===== config.mk =====
export PLATFORM = sky130hd
export DESIGN_NAME = acond_entradas
export DESIGN_NICKNAME = d
export VERILOG_FILES = /design/src/rtl/acond_entradas.sv
export SDC_FILE = /design/constraint.sdc
export NUM_CORES = 1
export LEC_CHECK = 0
export ABC_AREA = 0
export BUFFER_PORTS_ARGS = -buffer_cell sky130_fd_sc_hd__buf_2
export CAP_MARGIN = 20
export CORE_MARGIN = 8
export CORE_UTILIZATION = 30
export CTS_BUF_LIST = sky130_fd_sc_hd__clkbuf_8
export DETAILED_ROUTE_END_ITERATION = 8
export HOLD_SLACK_MARGIN = 0.08
export PLACE_DENSITY = 0.46
export SLEW_MARGIN = 10
export SYNTH_ARGS = -nofsm -noshare
export SYNTH_HDL_FRONTEND = slang
export SYNTH_SLANG_ARGS = --single-unit

===== constraint.sdc =====
create_clock -name clk -period 2.7 [get_ports clk]
set_clock_uncertainty 0.2 [all_clocks]
set_input_delay 0.81 -clock clk [delete_from_list [all_inputs] [get_ports clk]]
set_output_delay 0.81 -clock clk [all_outputs]
set_load 0.05 [all_outputs]

===== src/rtl/acond_entradas.sv =====
// acond_entradas: input conditioning ahead of the turn-signal FSM (salidas).
//
// Each of the four raw switch lines is synchronized through two flops, then
// debounced: the debounced level follows the synchronized level only after it
// has differed for DEB_CYCLES consecutive cycles. A fixed-priority arbiter
// (I1 > I2 > D1 > D2) with owner locking then grants at most one request.
//
// Ports:
//   clk        system clock, rising edge
//   reset      synchronous, active-high reset
//   raw_i1/i2  raw left switches (asynchronous)
//   raw_d1/d2  raw right switches (asynchronous)
//   I1,I2,D1,D2  registered, one-hot-or-zero conditioned requests
//   cambio     one-cycle pulse on the first cycle of any change of {I1,I2,D1,D2}
//   conflicto  left/right conflict flag (constant 0 unless ACOND_CONFLICT_EN)
//
// Build option: define ACOND_CONFLICT_EN to add the BLOQUEO state, which blanks
// all requests while a left and a right switch are both debounced high.

module acond_entradas #(
   parameter int unsigned DEB_CYCLES = 4,
   parameter int unsigned CNT_W      = 3
) (
   input  logic clk,
   input  logic reset,
   input  logic raw_i1,
   input  logic raw_i2,
   input  logic raw_d1,
   input  logic raw_d2,
   output logic I1,
   output logic I2,
   output logic D1,
   output logic D2,
   output logic cambio,
   output logic conflicto
);

   // Terminal count of the debounce counter.
   localparam logic [CNT_W-1:0] CntMax = CNT_W'(DEB_CYCLES - 1);

   typedef enum logic [2:0] {
      StNinguno,
      StGI1,
      StGI2,
      StGD1,
`ifdef ACOND_CONFLICT_EN
      StGD2,
      StBloqueo
`else
      StGD2
`endif
   } state_e;

   // Bit order everywhere: [0]=I1, [1]=I2, [2]=D1, [3]=D2 (priority order).
   logic [3:0]       raw;
   logic [3:0]       sync1_q;
   logic [3:0]       sync2_q;
   logic [3:0]       deb_q;
   logic [CNT_W-1:0] cnt_q [4];

   state_e     state_q;
   state_e     state_d;
   state_e     first_req;
   logic [3:0] out_d;
   logic [3:0] out_q;
   logic       cambio_q;

   assign raw = {raw_d2, raw_d1, raw_i2, raw_i1};

   // Synchronizers and debouncers.
   always_ff @(posedge clk) begin
      if (reset) begin
         sync1_q <= '0;
         sync2_q <= '0;
         deb_q   <= '0;
         for (int i = 0; i < 4; i++) begin
            cnt_q[i] <= '0;
         end
      end else begin
         sync1_q <= raw;
         sync2_q <= sync1_q;
         for (int i = 0; i < 4; i++) begin
            if (sync2_q[i] == deb_q[i]) begin
               // Any return to the debounced level restarts qualification.
               cnt_q[i] <= '0;
            end else if (cnt_q[i] == CntMax) begin
               deb_q[i] <= sync2_q[i];
               cnt_q[i] <= '0;
            end else begin
               cnt_q[i] <= cnt_q[i] + CNT_W'(1);
            end
         end
      end
   end

   // State and registered outputs.
   always_ff @(posedge clk) begin
      if (reset) begin
         state_q  <= StNinguno;
         out_q    <= '0;
         cambio_q <= 1'b0;
      end else begin
         state_q  <= state_d;
         out_q    <= out_d;
         cambio_q <= (out_d != out_q);
      end
   end

   // Next-state: fixed priority, current owner locked while its request holds.
   always_comb begin
      first_req = StNinguno;
      if (deb_q[0]) begin
         first_req = StGI1;
      end else if (deb_q[1]) begin
         first_req = StGI2;
      end else if (deb_q[2]) begin
         first_req = StGD1;
      end else if (deb_q[3]) begin
         first_req = StGD2;
      end

      state_d = first_req;
      case (state_q)
         StGI1:   state_d = deb_q[0] ? StGI1 : first_req;
         StGI2:   state_d = deb_q[1] ? StGI2 : first_req;
         StGD1:   state_d = deb_q[2] ? StGD1 : first_req;
         StGD2:   state_d = deb_q[3] ? StGD2 : first_req;
         default: state_d = first_req;
      endcase

`ifdef ACOND_CONFLICT_EN
      // Conflict overrides everything, including a locked owner.
      if ((deb_q[0] | deb_q[1]) & (deb_q[2] | deb_q[3])) begin
         state_d = StBloqueo;
      end
`endif
   end

   // Output decode of the next state, so the registered outputs change on the
   // same edge as the state register.
   always_comb begin
      out_d = '0;
      case (state_d)
         StGI1:   out_d = 4'b0001;
         StGI2:   out_d = 4'b0010;
         StGD1:   out_d = 4'b0100;
         StGD2:   out_d = 4'b1000;
         default: out_d = 4'b0000;
      endcase
   end

`ifdef ACOND_CONFLICT_EN
   logic conflicto_q;

   always_ff @(posedge clk) begin
      if (reset) begin
         conflicto_q <= 1'b0;
      end else begin
         conflicto_q <= (state_d == StBloqueo);
      end
   end

   assign conflicto = conflicto_q;
`else
   assign conflicto = 1'b0;
`endif

   assign I1     = out_q[0];
   assign I2     = out_q[1];
   assign D1     = out_q[2];
   assign D2     = out_q[3];
   assign cambio = cambio_q;

endmodule


==> run summary <==
run status - completed
total CTS buffers - 5
fillcell total - 502
worst slew pin tran - 0.650 ns
Register Area - 761 sq um
top cell type by total area after synthesis - dfxtp_1
# diodes - 0
CP max-delay cell - a2111oi_2
Fin Setup TNS - 0 ns
Mapped Area - 1450 sq um
Post-synth EDFFs - 12
Req. time, crit path - 2.65 ns
max frequency - 487 MHz
critical path's largest stage delay - 0.66 ns
vias - 910
Sink Count - 32
share of flip-flops with an asynchronous set or reset - 0%
synth warn - 0
Buf+Inv Stages, Crit Path - 1
hold-fix buffers at CTS - 0
Placed Cells - 201
area taken by multi-input logic gates - 648 sq um
crit-path max FO - 8
Die Wd - 85.5 um
Pleak - 0.697 nW
first-pass GRT wire length - 3840 um
post-synth top area share - 27.7%
RSZ-0062 raised after global routing - no
Crit path arrival time - 2.00 ns
placed wire-length estimate - 1640 um
Starting Density - 30.9%
TritonCTS clock tree - built
Syn Area/Cell - 11.1 sq um
final hold violations - 0
Seq cells post-synth - 32
core area - 4690 sq um
# port buffers - 10
Tmin final - 2.05 ns
Max Root-Sink Buffers - 2
post-synthesis cell type count - 34
crit path capture type - flip-flop
ANT nets after route - 0
Worst Path Class, Setup - flip-flop to flip-flop
area delta synth->final - 15.0%
final setup fails - 0
row cnt - 25
GR Util All Layers - 6.77%
die area - 7300 sq um
top cells by area, synth - dfxtp_1 (28%), edfxtp_1 (25%), ha_1 (6.9%)
Worst-path clk slew - 0.06 ns
I/O pins - 12
end-of-flow core utilization - 35.5%
Placed Area - 1580 sq um
crit path cell chain - inv_1 -> a2111oi_2 -> o22ai_1 -> nor3_1 -> a211oi_2
CP startpoint kind - flip-flop
largest net degree at the start of global routing - 23
Die H - 85.5 um
Slew HR - 56.6%
Final Non-Filler Cells - 209
HP Class - flip-flop to flip-flop
DR iter-0 viols - 36
Via density - 4.35
ys flop type - dfxtp_1
Power Dens Cells - 557 nW/um^2
Final Cycle Share - 76.1%
final wirelength - 2170 um
post-route cell area - 1670 sq um
drt wl/cell - 10.4 um
fin. max-slew vios - 0
VDD IR max - 235 uV
max-cap viol count - 0
clock latency on the worst-skew pair - 0.27 ns
share of layout cells above drive strength 1 - 16.1%
drt pass-1 iters - 4
cell family with most CP delay - compound AO/OA/AOI/OAI gates
initial antenna violation count - 0
cts repair resizes - 0
vias in the first global route - 921
postcts setup bufs - 0
Cells after Synth - 131
htree depth - 2
CTS root buf - clkbuf_8
global route overflow - 0
gpl congestion - 0.827
sequential share of the synthesized area - 52.5%
Final nets - 168
drt drc - 0
-- final cells by class --
cell class	count	area share, %
Multi-Input combinational cell	92	38.9
Inverter	13	2.93
Clock inverter	2	0.451
Tap cell	54	4.06
Clock buffer	6	4.96
Timing Repair Buffer	10	3.01
Sequential cell	32	45.7
-- metrics by stage --
step	hold slack, ns	setup slack (ns)	total power, W
after floorplan	0.214	0.799	0.000570
after global placement	0.226	0.631	0.000578
after detailed placement	0.224	0.620	0.000580
after CTS	0.239	0.622	0.000950
after global routing	0.258	0.475	0.000976
final	0.233	0.645	0.000927
-- power by group --
part | switching (W) | internal (W)
clock | 0.000158 | 0.000200
combinational | 0.0000279 | 0.0000181
sequential | 0.00000670 | 0.000516
-- cells by family (layout without fill, tap and decap cells) --
group                    Yosys count  in the layout  share of synthesized area [%]
AND/OR/NAND/NOR                   49             49                           19.5
flip-flops                        32             32                           52.5
buffers and inverters             18             31                           5.53
AO/OA/AOI/OAI                     12             12                           8.47
adder cells (fa/ha/maj)            8              8                           6.91
XOR/XNOR                           5              5                           3.02
multiplexers                       5              5                           3.46
other                              2             13                          0.519
-- flip-flops by register name (all words and copies together), names as in the netlist --
signal and count:
cambio 1, cnt_q 12, deb_q 4, out_q 4, state_q 3, sync1_q 4
sync2_q 4
-- synth_stat cells (2+ instances only) --
cell       number
nor2_1         23
dfxtp_1        20
inv_1          13
edfxtp_1       12
nor2b_1         9
ha_1            8
mux2i_1         5
or3_1           5
xnor2_1         4
nor3_1          3
a2111oi_2       2
a21oi_1         2
clkbuf_1        2
conb_1          2
nand2b_1        2
-- layout by cell type, fill, tap and decap left out --
cell	Yosys	final
nor2_1	23	23
dfxtp_1	20	20
inv_1	13	15
conb_1	2	13
edfxtp_1	12	12
buf_2	1	10
nor2b_1	9	9
ha_1	8	8
clkbuf_8	0	6
or3_1	5	5
mux2i_1	5	5
xnor2_1	4	4
nor3_1	3	3
a2111oi_2	2	2
a21oi_1	2	2
nand2b_1	2	2
nor3b_2	1	1
o21ai_1	1	1
o31ai_1	1	1
nor4bb_2	1	1
and4b_1	1	1
nor2b_4	1	1
o22ai_1	1	1
o21a_1	1	1
o21bai_1	1	1
and3b_1	1	1
and2b_2	1	1
xor2_1	1	1
o311ai_1	1	1
or4_4	1	1
a2111oi_4	1	1
a211oi_2	1	1
-- per-layer routing --
layer / wire (um) / global-route usage [%] / share of wire (%)
met1: 963 / 6.80 / 44
met2: 1090 / 11.4 / 50
met3: 96 / 2.90 / 4.4
met4: 19 / 3.98 / 0.87
met5: 0 / 0 / 0
-- final timing paths --
path	depth (start not counted)	startpoint	slack [ns]	endpoint
hold reg to reg	1	sync1_q[2]	0.23	sync2_q[2]
hold / removal	1	sync1_q[2]	0.23	sync2_q[2]
setup / recovery	5	deb_q[0]	0.65	cambio
setup reg to reg	5	deb_q[0]	0.65	cambio
Power figures use the tool's default switching activity.
